`src/rtl/lxb_mem_pkg.sv`:
```
// Shared definitions for the load/store path: width/extend codes,
// the code-to-size decode and the access sequencer state encoding.
package lxb_mem_pkg;

  localparam logic [2:0] LD_W  = 3'b000;
  localparam logic [2:0] LD_BU = 3'b001;
  localparam logic [2:0] LD_B  = 3'b010;
  localparam logic [2:0] LD_HU = 3'b011;
  localparam logic [2:0] LD_H  = 3'b100;

  localparam logic [1:0] SZ_BYTE = 2'd0;
  localparam logic [1:0] SZ_HALF = 2'd1;
  localparam logic [1:0] SZ_WORD = 2'd2;
  localparam logic [1:0] SZ_ILL  = 2'd3;

  typedef enum logic [1:0] {
    IDLE = 2'd0,
    ACC  = 2'd1,
    WAIT = 2'd2,
    RESP = 2'd3
  } dm_state_e;

  // Stores reuse the load codes: both byte codes mean byte, both half codes mean half.
  function automatic logic [1:0] size_decode(input logic [2:0] ctr);
    logic [1:0] sz;
    case (ctr)
      LD_W:        sz = SZ_WORD;
      LD_BU, LD_B: sz = SZ_BYTE;
      LD_HU, LD_H: sz = SZ_HALF;
      default:     sz = SZ_ILL;
    endcase
    return sz;
  endfunction

endpackage

```
`src/rtl/st_align.sv`:
```
// Store lane alignment: byte write-enables plus store data replicated
// across lanes so the enabled lanes always carry the right bytes.
module st_align
  import lxb_mem_pkg::*;
(
  input  logic [1:0]  addr,
  input  logic [1:0]  size,
  input  logic [31:0] wdata,
  output logic [3:0]  we,
  output logic [31:0] wdata_al
);

  always_comb begin
    we       = 4'b0000;
    wdata_al = wdata;
    case (size)
      SZ_BYTE: begin
        we       = 4'b0001 << addr;
        wdata_al = {4{wdata[7:0]}};
      end
      SZ_HALF: begin
        we       = addr[1] ? 4'b1100 : 4'b0011;
        wdata_al = {2{wdata[15:0]}};
      end
      SZ_WORD: begin
        we       = 4'b1111;
        wdata_al = wdata;
      end
      default: begin
        we       = 4'b0000;
        wdata_al = wdata;
      end
    endcase
  end

endmodule

```
`src/rtl/dm_access_ctrl.sv`:
```
// Load/store sequencer between the MEM stage and a synchronous data memory:
// one access at a time, store alignment, read-latency wait, load extension.
module dm_access_ctrl
  import lxb_mem_pkg::*;
#(
  parameter int RD_LAT = 1,
  parameter int AW     = 32
) (
  input  logic          clk,
  input  logic          rst,
  input  logic          req_valid,
  output logic          req_ready,
  input  logic          req_we,
  input  logic [2:0]    req_ctr,
  input  logic [AW-1:0] req_addr,
  input  logic [31:0]   req_wdata,
  output logic          dm_en,
  output logic [3:0]    dm_we,
  output logic [AW-1:0] dm_addr,
  output logic [31:0]   dm_wdata,
  input  logic [31:0]   dm_rdata,
  output logic          resp_valid,
  input  logic          resp_ready,
  output logic [31:0]   resp_rdata,
  output logic          resp_err
);

  // The latency counter is 3 bits wide, so only 1..7 cycles can be waited out.
  if (RD_LAT < 1 || RD_LAT > 7) begin : g_bad_rd_lat
    $error("dm_access_ctrl: RD_LAT must be in 1..7");
  end

  localparam logic [2:0] CNT_INIT = 3'(RD_LAT - 1);

  dm_state_e     state, state_nxt;
  logic [AW-1:0] addr_q;
  logic [2:0]    ctr_q;
  logic          we_q;
  logic [31:0]   wdata_q;
  logic [2:0]    cnt_q;
  logic [31:0]   rdata_q;
  logic          err_q;

  logic [1:0]    size_in;
  logic [1:0]    size_q;
  logic          aligned_in;
  logic          legal_in;
  logic          accept;
  logic [3:0]    st_we;
  logic [31:0]   st_wdata;
  logic [7:0]    ld_byte;
  logic [15:0]   ld_half;
  logic [31:0]   ld_ext;

  assign size_in = size_decode(req_ctr);
  assign size_q  = size_decode(ctr_q);

  always_comb begin
    aligned_in = 1'b0;
    case (size_in)
      SZ_BYTE: aligned_in = 1'b1;
      SZ_HALF: aligned_in = ~req_addr[0];
      SZ_WORD: aligned_in = (req_addr[1:0] == 2'b00);
      default: aligned_in = 1'b0;
    endcase
  end

  assign legal_in = aligned_in & (size_in != SZ_ILL);
  assign accept   = req_valid & req_ready;

  st_align u_st_align (
    .addr     (addr_q[1:0]),
    .size     (size_q),
    .wdata    (wdata_q),
    .we       (st_we),
    .wdata_al (st_wdata)
  );

  // Load lane select uses the registered address; extension follows the code.
  always_comb begin
    ld_byte = dm_rdata[{addr_q[1:0], 3'b000} +: 8];
    ld_half = addr_q[1] ? dm_rdata[31:16] : dm_rdata[15:0];
    case (ctr_q)
      LD_BU:   ld_ext = {24'b0, ld_byte};
      LD_B:    ld_ext = {{24{ld_byte[7]}}, ld_byte};
      LD_HU:   ld_ext = {16'b0, ld_half};
      LD_H:    ld_ext = {{16{ld_half[15]}}, ld_half};
      default: ld_ext = dm_rdata;
    endcase
  end

  always_ff @(posedge clk) begin
    if (rst) begin
      state <= IDLE;
    end else begin
      state <= state_nxt;
    end
  end

  always_comb begin
    state_nxt  = state;
    req_ready  = 1'b0;
    dm_en      = 1'b0;
    dm_we      = 4'b0000;
    resp_valid = 1'b0;
    case (state)
      IDLE: begin
        req_ready = ~rst;
        if (accept) begin
          state_nxt = legal_in ? ACC : RESP;
        end
      end
      ACC: begin
        dm_en     = 1'b1;
        dm_we     = we_q ? st_we : 4'b0000;
        state_nxt = we_q ? RESP : WAIT;
      end
      WAIT: begin
        if (cnt_q == 3'd0) begin
          state_nxt = RESP;
        end
      end
      RESP: begin
        resp_valid = 1'b1;
        if (resp_ready) begin
          state_nxt = IDLE;
        end
      end
      default: state_nxt = IDLE;
    endcase
  end

  // Response data is cleared on accept so stores and trapped accesses return zero.
  always_ff @(posedge clk) begin
    if (rst) begin
      addr_q  <= '0;
      ctr_q   <= 3'b000;
      we_q    <= 1'b0;
      wdata_q <= 32'h0;
      cnt_q   <= 3'd0;
      rdata_q <= 32'h0;
      err_q   <= 1'b0;
    end else begin
      if (accept) begin
        addr_q  <= req_addr;
        ctr_q   <= req_ctr;
        we_q    <= req_we;
        wdata_q <= req_wdata;
        err_q   <= ~legal_in;
        rdata_q <= 32'h0;
      end
      if (state == ACC) begin
        cnt_q <= CNT_INIT;
      end
      if (state == WAIT) begin
        if (cnt_q != 3'd0) begin
          cnt_q <= cnt_q - 3'd1;
        end else begin
          rdata_q <= ld_ext;
        end
      end
    end
  end

  assign dm_addr    = {addr_q[AW-1:2], 2'b00};
  assign dm_wdata   = st_wdata;
  assign resp_rdata = rdata_q;
  assign resp_err   = err_q;

endmodule

```
`config.mk`:
```
export PLATFORM = sky130hd
export DESIGN_NAME = dm_access_ctrl
export DESIGN_NICKNAME = d
export VERILOG_FILES = /design/src/rtl/lxb_mem_pkg.sv /design/src/rtl/st_align.sv /design/src/rtl/dm_access_ctrl.sv
export SDC_FILE = /design/constraint.sdc
export NUM_CORES = 1
export LEC_CHECK = 0
export BUFFER_PORTS_ARGS = -buffer_cell sky130_fd_sc_hd__buf_2
export CORE_UTILIZATION = 46
export CTS_BUF_LIST = sky130_fd_sc_hd__clkbuf_4
export DETAILED_ROUTE_END_ITERATION = 12
export GPL_TIMING_DRIVEN = 0
export PLACE_DENSITY = 0.84
export REMOVE_ABC_BUFFERS = 1
export SLEW_MARGIN = 20
export SYNTH_ARGS = -nofsm -noshare
export SYNTH_HDL_FRONTEND = slang
export SYNTH_HIERARCHICAL = 1
export SYNTH_SLANG_ARGS = --single-unit
```
`constraint.sdc`:
```
create_clock -name clk -period 2.35 [get_ports clk]
set_input_delay 0.705 -clock clk [delete_from_list [all_inputs] [get_ports clk]]
set_output_delay 0.705 -clock clk [all_outputs]
set_load 0.01 [all_outputs]
```
==> results.md, run 1 <==
- Status: finished, violations left
- Failing checks: setup timing
- Final Cycle Share: 1.18
- Antenna violations before repair: 0
- Core Area: around 11000 um^2
- Largest family of logic cells by synthesized area: compound AO/OA/AOI/OAI gates
- Placed cell count: 943
- CTS tree: yes
- P per Cell Area: between 900 and 1000 nW/um^2
- Clock Pin Slew Worst Setup and Hold Paths: ~0.18 ns
- Cell area after synthesis: about 5400 um^2
- Worst setup SP type: register
- H-tree depth: 3
- Synth Area in Compound Gates: 0.225
- Post-synthesis mux area share: 0.0639
- Post-synthesis adder-cell area fraction: 0.0161
- Via count: roughly 5200
- Final setup vio count: 28
- Initial Utilization: 0.473
- RSZ-0062 raised after global routing: true
- Clock Latency Late Sink: between 0.5 and 0.6 ns
- Critical Path RT: 1.64 ns
- Layout Cells excl Fill: 980
- Maxcap violations: 0
- N_diodes: 0
- Overall Global Routing Usage: 0.248
- Clock buffer count from CTS: 9
- Die height: about 110 um
- Relative slew slack: 0.494
- Slew Limit Fails: 0
- Fin nets: between 900 and 1000
- DRT iter0 DRCs: roughly 340
- Mean Syn Cell Area: ~8.0 um^2
- Synth warnings: 6
- Xor and xnor area share after synthesis: 0.0101
- Total grt overflow: 0
- Post-detail-place hpwl: around 10 mm
- Routability cong.: 0.838
- Die ar.: approximately 12000 um^2
- P_leak: between 3 and 4 nW
- HP Class: input port to register
- Die W: about 110 um
- Actual slew at the worst max-slew pin: between 0.7 and 0.8 ns
- Clock root cell: clkbuf_4
- Largest net degree at the start of global routing: 72
- Worst setup margin: -0.424 ns
- Row count: 39
- Layout cells sized above 1: 0.350
- Clock tree buffer depth: 2
- CP arrival: around 2.1 ns
- First-pass GRT wire length: ~24 mm
- Area added between synthesis and finish: 24.9%
- Crit Path Category: register to primary output
- Post-route ant nets: 0
- Crit Path Max Fanout: 8
- Max VDD drop: ~0.79 mV
- Via-to-Cell Ratio: between 5 and 6
- IO Count: roughly 210
- Post-Synth Simple-Gate Area: 0.187
- Clock sinks: about 110
- Port Buffer Count: around 210
- Synth cell types: between 40 and 50
- DR pass1 iterations: 4
- Vias in the first global route: 5009
- Setup crit end kind: primary output
- Final Hold Viols: 0
- Routed len/inst: around 16 um
- Fin crit period: 2.77 ns
- Setup_tns: -9.72 ns
- Drt total wl: about 15 mm
- DR DRC count: 0
- Max Fclk: 360 MHz
- Number of synthesized register bits: approximately 110
- Sequential cell area fraction in the yosys report: 0.391
- Gate Count Post-Synth: 678
- Cts hold-fix bufs: 0
- Final Skew: 0.0194 ns
==> path summary, 6_finish.rpt <==
kind | start | cells past startpoint | endpoint | slack [ns]
min | req_we | 3 | we_q | 0.40
max | ctr_q[1] | 7 | dm_wdata[12] | -0.42
max reg2reg | ctr_q[1] | 8 | resp_rdata[5] | 0.11
min reg2reg | addr_q[11] | 2 | addr_q[11] | 0.46
==> kinds of logic (layout without fill, tap and decap cells) <==
family,count (synthesis),after routing
and+or+nand+nor,240,240
AOI/OAI and AO/OA,191,191
DFF,106,106
buffers and inverters,99,257
muxes,32,32
adders and majority gates,7,7
xor gates and xnor gates,2,2
other,1,2
==> power breakdown <==
group,internal [mW],total [mW],switching (mW)
clock network,0.345,1.03,0.683
logic,1.42,3.19,1.77
registers,2.16,2.41,0.249
total,3.93,6.62,2.70
==> routing by layer <==
| metal | vias to the layer above | share of wire | global-route usage |
|---|---|---|---|
| met5 | - | 0 | 0 |
| met4 | 0 | 0.018 | 0.0853 |
| met3 | 18 | 0.085 | 0.0823 |
| met2 | 199 | 0.49 | 0.424 |
| met1 | 2414 | 0.41 | 0.290 |
| li1 | 2600 | - | - |
==> synthesized netlist by cell type (all sizes together) <==
master | instances | area [um^2]
a22o | 1 | 10.0
a21oi | 105 | 526
o41ai | 6 | 97.6
clkbuf | 30 | 113
a31oi | 1 | 6.26
or4 | 1 | 7.51
nor3 | 3 | 20.0
a2111oi | 2 | 18.8
nor3b | 1 | 12.5
a41oi | 1 | 8.76
ha | 7 | 87.6
nor2 | 14 | 67.6
nand2b | 5 | 31.3
and3 | 6 | 37.5
a211oi | 25 | 188
nand2 | 194 | 728
nor2b | 4 | 25.0
a311oi | 15 | 131
a22oi | 2 | 15.0
a221o | 6 | 60.1
dfxtp | 106 | 2120
buf | 59 | 424
and2b | 1 | 7.51
nand3 | 4 | 20.0
o21ai | 17 | 85.1
and2 | 3 | 18.8
mux2 | 18 | 203
o21bai | 1 | 7.51
mux2i | 14 | 144
nor4b | 2 | 23.8
conb | 1 | 3.75
nand3b | 2 | 15.0
inv | 10 | 37.5
a211o | 1 | 8.76
xor2 | 2 | 55.1
a21boi | 8 | 60.1
==> cell type report <==
type / instances / area (um^2)
inverter: 10 / 37.5
timing repair buffer: 231 / 1460
clock buffer: 9 / 67.6
fill: 1019 / 4690
multi-input combinational: 474 / 2820
sequential: 106 / 2140
clock inverter: 7 / 83.8
tap: 143 / 179
==> layout by cell type (no fill, tap or decap), types with 4 or more instances in the layout <==
cell type,Yosys,final
and3_1,6,6
inv_1,10,9
ha_1,7,6
a221o_1,6,6
nand2_1,194,192
a21oi_1,105,105
dfxtp_1,106,100
buf_6,2,17
a211oi_1,25,25
clkbuf_4,0,9
nand2b_1,5,4
o41ai_2,6,6
mux2_4,0,8
buf_2,9,188
mux2_2,18,10
nand3_1,4,4
nor2_1,12,12
mux2i_1,13,13
buf_12,0,6
a21boi_0,8,8
o21ai_0,16,14
nor2b_1,4,4
a311oi_1,15,15
buf_4,44,17
==> critical path, stage by stage, from the launching register on <==
cell	delay [ns]
dfxtp_4	0.39
nor2_4	0.17
xor2_4	0.23
buf_12	0.16
nor2_4	0.04
buf_12	0.14
mux2_4	0.30
buf_6	0.13
==> sequential cells by signal (all words and copies together) (netlist names) <==
register / count
resp_err: 1
ctr_q: 3
wdata_q: 32
cnt_q: 3
we_q: 1
state: 2
resp_rdata: 32
addr_q: 32
==> through the flow <==
stage	power, mW	utilization	cell area [um^2]	setup WS [ns]	hold slack (ns)
after floorplan	4.07	-	4890	-0.439	0.427
after global placement	5.00	0.532	6100	-1.54	0.436
after detailed placement	5.15	0.542	6220	-0.661	0.440
after CTS	6.50	0.583	6680	-0.422	0.363
after global routing	7.05	0.591	6780	-0.512	0.365
final	6.62	0.591	6780	-0.424	0.400
==> timing repair <==
item                                    4_1_cts  5_1_grt
setup buffers                                16        6
gates resized for setup                      37       10
pin swaps                                     5        3
hold endpoints to repair                      0        0
endpoints found under the setup margin       53       53
cloned                                        1        0
Note: power is estimated with default switching activity, not from simulation.
==> inputs of run 2 (changes only) <==
--- a/config.mk
+++ b/config.mk
@@ -10,7 +10,7 @@
 export CTS_BUF_LIST = sky130_fd_sc_hd__clkbuf_4
 export DETAILED_ROUTE_END_ITERATION = 12
 export GPL_TIMING_DRIVEN = 0
-export PLACE_DENSITY = 0.84
+export PLACE_DENSITY = 0.82
 export REMOVE_ABC_BUFFERS = 1
 export SLEW_MARGIN = 20
 export SYNTH_ARGS = -nofsm -noshare
==> run 2 against run 1 <==
  * The flow still finishes with violations (setup timing)
  * Via count grew 1.5%
  * Clock skew fell by 0.0041 ns
  * Non-clock buffer count is 1 higher
  * Die area stayed put
  * Register-to-register slack gained 0.05 ns
  * Maximum frequency down 2.8%
  * Total power grew 0.74%
  * Sequential cell count stayed put
  * Sequential power about the same
  * Largest power group unchanged
  * Highest routed layer unchanged
==> results.md, run 2 (synthesized netlist as in run 1, its figures left out) <==
- H-tree depth: 3
- Crit Path Category: register to primary output
- Final Hold Viols: 0
- Maxcap violations: 0
- Status: finished, violations left
- Final setup vio count: 28
- Setup crit end: dm_wdata[13]
- Row count: 39
- Via count: 5312
- Antenna violations before repair: 2
- Clock Latency Late Sink: a little over 0.5 ns
- Core Area: around 11000 um^2
- Setup_tns: -11.30 ns
- Setup crit end kind: primary output
- Total power: ~6.7 mW
- Via-to-Cell Ratio: ~5.4
- CP arrival: roughly 2.2 ns
- P_leak: roughly 3 nW
- Post-route ant nets: 0
- Largest net degree at the start of global routing: 72
- CTS tree: yes
- Initial Utilization: 0.473
- Worst setup SP type: register
- R2R Setup Slk: 0.16 ns
- Clock Pin Slew Worst Setup and Hold Paths: 0.18 ns
- Post-detail-place hpwl: 10.3 mm
- Die W: about 110 um
- DRT iter0 DRCs: approximately 330
- Most common cell after layout, fill and taps aside: buf_2
- HP Class: input port to register
- Number of cells on the worst reg-to-reg path: 5
- Die ar.: 12200 um^2
- Port Buffer Count: about 210
- Cts hold-fix bufs: 0
- Final Skew: ~0.015 ns
- Critical Path RT: 1.64 ns
- DR DRC count: 0
- Die height: around 110 um
- First-pass GRT wire length: ~24 mm
- Final Cycle Share: 1.21
- DR pass1 iterations: 4
- Layout cells sized above 1: 0.351
- Reg-to-reg endpoint: resp_rdata[11]
- Drt total wl: approximately 15 mm
- Commonest non-fill, non-tap cells in the layout: buf_2, nand2_1, a21oi_1, dfxtp_1, a211oi_1
- Hold Slack: 0.400 ns
- Fin crit period: 2.86 ns
- IO Count: about 210
- Failing checks: setup timing
- RSZ-0062 raised after global routing: true
- Clock tree buffer depth: 2
- Clock buffer count from CTS: 9
- Relative slew slack: 0.487
- P per Cell Area: ~980 nW/um^2
- Routed len/inst: 15.6 um
- Routability cong.: roughly 0.84
- Worst r2r src: state[0]
- Overall Global Routing Usage: 0.246
- Clock root cell: clkbuf_4
- Max Fclk: 350 MHz
- Worst setup margin: -0.505 ns
- Fin nets: roughly 940
- Clock sinks: about 110
- Area added between synthesis and finish: 25.2%
- Max VDD drop: a little under 0.7 mV
- Actual slew at the worst max-slew pin: 0.767 ns
- Total grt overflow: 0
- Slew Limit Fails: 0
- Vias in the first global route: about 5000
- CP startpoint: ctr_q[0]
- Crit Path Max Fanout: 5
-- run 2: worst min-delay path by stage --
stage          slack (ns)       endpoint  cells past startpoint          start
3_3_place_gp         0.44  resp_rdata[1]                      2  resp_rdata[1]
4_1_cts              0.37     addr_q[29]                      3   req_addr[29]
6_report             0.40     addr_q[29]                      3   req_addr[29]
5_1_grt              0.37     addr_q[29]                      3   req_addr[29]
2_1_floorplan        0.43    wdata_q[16]                      2    wdata_q[16]
3_5_place_dp         0.44      addr_q[4]                      2      addr_q[4]
-- run 2: per-layer routing --
metal / GRT usage / share of wire / up-vias
li1: - / - / 2605
met1: 0.294 / 0.41 / 2457
met2: 0.402 / 0.48 / 222
met3: 0.0851 / 0.084 / 28
met4: 0.0987 / 0.026 / 0
met5: 0 / 0 / -
-- run 2: power breakdown --
group	internal (mW)	leakage (nW)	switching [mW]	total, mW
clock network	0.352	0.0833	0.671	1.02
registers	2.16	0.871	0.247	2.41
logic	1.47	2.10	1.78	3.24
-- run 2: what timing repair did --
action	4_1_cts	5_1_grt
setup endpoints to repair	52	53
pin swaps	2	2
gates resized for setup	34	13
setup buffers	19	2
hold endpoints to repair	0	0
gates cloned	2	0
-- run 2: area by class of cell --
type	instances	area, um^2
inverter	10	37.5
timing repair buffer	232	1460
antenna	2	5.00
sequential	106	2140
fill	1024	4680
tap	143	179
clock buffer	10	75.1
clock inverter	6	72.6
multi-input combinational	474	2830
-- run 2: metrics by stage --
step / cells / utilization / cell area, um^2 / setup slack (ns)
after global placement: 938 / 0.532 / 6100 / -1.59
final: 983 / 0.592 / 6790 / -0.505
after floorplan: 590 / - / 4890 / -0.439
after global routing: 982 / 0.592 / 6790 / -0.588
after detailed placement: 943 / 0.544 / 6240 / -0.610
after CTS: 979 / 0.587 / 6730 / -0.513
-- run 2: worst max-delay path, cell delays in order, from the launching register on --
cell and delay (ns):
dfxtp_4 0.39, nor2_4 0.17, xor2_4 0.09, clkbuf_16 0.16
buf_16 0.13, nor2_4 0.13, buf_6 0.14, mux2_4 0.30
buf_6 0.13
==> inputs of run 3 (changes only) <==
--- a/config.mk
+++ b/config.mk
@@ -6,12 +6,11 @@
 export NUM_CORES = 1
 export LEC_CHECK = 0
 export BUFFER_PORTS_ARGS = -buffer_cell sky130_fd_sc_hd__buf_2
-export CORE_UTILIZATION = 46
+export CORE_UTILIZATION = 50
 export CTS_BUF_LIST = sky130_fd_sc_hd__clkbuf_4
 export DETAILED_ROUTE_END_ITERATION = 12
 export GPL_TIMING_DRIVEN = 0
-export PLACE_DENSITY = 0.82
-export REMOVE_ABC_BUFFERS = 1
+export PLACE_DENSITY = 0.84
 export SLEW_MARGIN = 20
 export SYNTH_ARGS = -nofsm -noshare
 export SYNTH_HDL_FRONTEND = slang
==> constraint.sdc (replaced) <==
create_clock -name clk -period 2.7 [get_ports clk]
set_input_delay 0.81 -clock clk [delete_from_list [all_inputs] [get_ports clk]]
set_output_delay 0.81 -clock clk [all_outputs]
set_load 0.01 [all_outputs]
==> run 3 against run 2 <==
  * The run still ends with setup timing left
  * Hold slack better by 0.066 ns
  * Clock skew decreased by 0.0027 ns
  * Clock power is 32% lower
  * Final area grew 5.2%
  * Cell count grew 6.6%
  * Count of clock-buffer cells in the layout did not move
  * Largest power group unchanged
==> results.md, run 3 (synthesized netlist as in run 1, its figures left out) <==
- Status: finished, violations left
- Failing checks: setup timing
- Critical Path RT: between 1.5 and 2 ns
- Clock buffer count from CTS: 9
- Fill count: between 800 and 900
- Max VDD drop: between 0.4 and 0.5 mV
- Switching power: ~2.4 mW
- DR DRC count: 0
- Row count: 37
- First-pass GRT wire length: 26.5 mm
- HP Class: register to register
- Largest net degree at the start of global routing: 16
- Switching portion of total power: 0.414
- Crit Path Max Fanout: 7
- Sequential share of power: 0.365
- Die W: 106 um
- Worst setup margin: -0.139 ns
- Slowest CP cell: dfxtp_4
- Commonest non-fill, non-tap cells in the layout: nand2_1, buf_2, a21oi_1, dfxtp_1, buf_4
- Core Area: between 10000 and 15000 um^2
- Via-to-Cell Ratio: about 5.5
- P per Cell Area: around 810 nW/um^2
- Actual slew at the worst max-slew pin: about 0.74 ns
- Area added between synthesis and finish: 31.6%
- N_diodes: 0
- Final setup vio count: 27
- Area of the multi-input gates: roughly 2800 um^2
- Drt total wl: 17.1 mm
- Clock tree buffer depth: 2
- Crit Path Category: register to primary output
- Via count: roughly 5800
- Fin crit period: about 2.8 ns
- Final Hold Viols: 0
- Layout cells sized above 1: 0.362
- DR pass1 iterations: 5
- Clock Latency Late Sink: 0.47 ns
- Die height: 106 um
- Initial Utilization: 0.521
- Total grt overflow: 0
- Comb pwr share: 0.515
- H-tree depth: 3
- CTS tree: yes
- FF/Latch Area: about 2100 um^2
- Slew Limit Fails: 0
- Clock sinks: 106
- CP arrival: 2.03 ns
- Final Cycle Share: 1.05
- Final Skew: between 0.01 and 0.015 ns
- Routed len/inst: roughly 16 um
- Hold Slack: ~0.47 ns
- Relative slew slack: 0.500
- Cells along the critical path: nor2_4 > xor2_4 > buf_12 > nor2_4 > buf_12 > mux2_2 > buf_2
- Buf/Inv on CP: 3
- Vias in the first global route: 5484
- Clock Power Share: 0.120
- Final core utilization: 0.686
- Post-detail-place hpwl: between 10 and 15 mm
- Max Fclk: around 350 MHz
- Routability cong.: 0.926
- P_leak: 3.27 nW
- Antenna violations before repair: 0
- Slowest stage delay, CP: slightly below 0.4 ns
- Overall Global Routing Usage: 0.297
- Die ar.: between 10000 and 15000 um^2
- Most common cell after layout, fill and taps aside: nand2_1
- Setup crit end kind: primary output
- Critical path's top delay family: buffers and inverters
- Fin nets: between 1000 and 1500
- Clock Pin Slew Worst Setup and Hold Paths: around 0.15 ns
- Port Buffer Count: ~200
- RSZ-0062 raised after global routing: true
- Worst setup SP type: register
- Post-route ant nets: 0
- Maxcap violations: 0
- Clock root cell: clkbuf_4
- DRT iter0 DRCs: 370
- Internal: 3.39 mW
- IO Count: approximately 210
==> run 3: worst paths after layout <==
kind	start	endpoint	slack, ns	cells after the start
min reg2reg	addr_q[14]	addr_q[14]	0.47	2
max	ctr_q[1]	dm_wdata[14]	-0.14	7
min	addr_q[14]	addr_q[14]	0.47	2
max reg2reg	state[0]	wdata_q[4]	0.44	7
==> run 3: area by class of cell <==
class | count | area share
tap | 136 | 0.0238
sequential | 106 | 0.298
multi-input combinational | 474 | 0.398
inverter | 10 | 0.00526
clock inverter | 4 | 0.00280
clock buffer | 10 | 0.0105
timing repair buffer | 221 | 0.183
buffer | 87 | 0.0780
==> run 3: metal layers <==
layer  wire, um  up-vias  part of all wire  global-route usage
met4        746        0             0.044               0.152
met3       1390       63             0.081              0.0785
met2       8180      279              0.48               0.483
met1       6810     2669              0.40               0.361
li1           -     2754                 -                   -
met5          0        -                 0                   0
==> run 3: power groups by stage <==
stage          clock, mW  combinational (mW)  sequential [mW]
3_3_place_gp           0                2.51             2.10
4_1_cts            0.705                2.87             2.09
3_5_place_dp           0                2.55             2.11
5_1_grt            0.770                3.23             2.14
6_report           0.695                2.98             2.11
2_1_floorplan          0                1.69             2.12
==> run 3: per-stage QoR <==
step | cell area (um^2) | setup WS, ns | instances | power, mW | setup TNS [ns]
global placement | 6620 | -0.0905 | 1019 | 4.61 | -0.857
floorplan | 5430 | 0.262 | 679 | 3.80 | 0
finish | 7140 | -0.139 | 1048 | 5.78 | -1.68
CTS | 7030 | -0.134 | 1041 | 5.66 | -2.39
global route | 7140 | -0.212 | 1048 | 6.14 | -3.85
detailed placement | 6620 | -0.0860 | 1019 | 4.66 | -0.895
==> run 3: repair_timing <==
item                                    CTS  global route
cloned                                    1             0
endpoints found under the hold margin     0             0
endpoints found under the setup margin   29            28
resized for setup                        54            11
buffers inserted                          7            10
hold buffers                              0             0
pin swaps                                 3             3
==> run 3: worst min-delay path: cells and delay by family (launching register included) <==
family           cells  cell delay (ns)
flip-flops           1             0.33
AO/OA/AOI/OAI        1             0.05
AND/OR/NAND/NOR      1             0.05
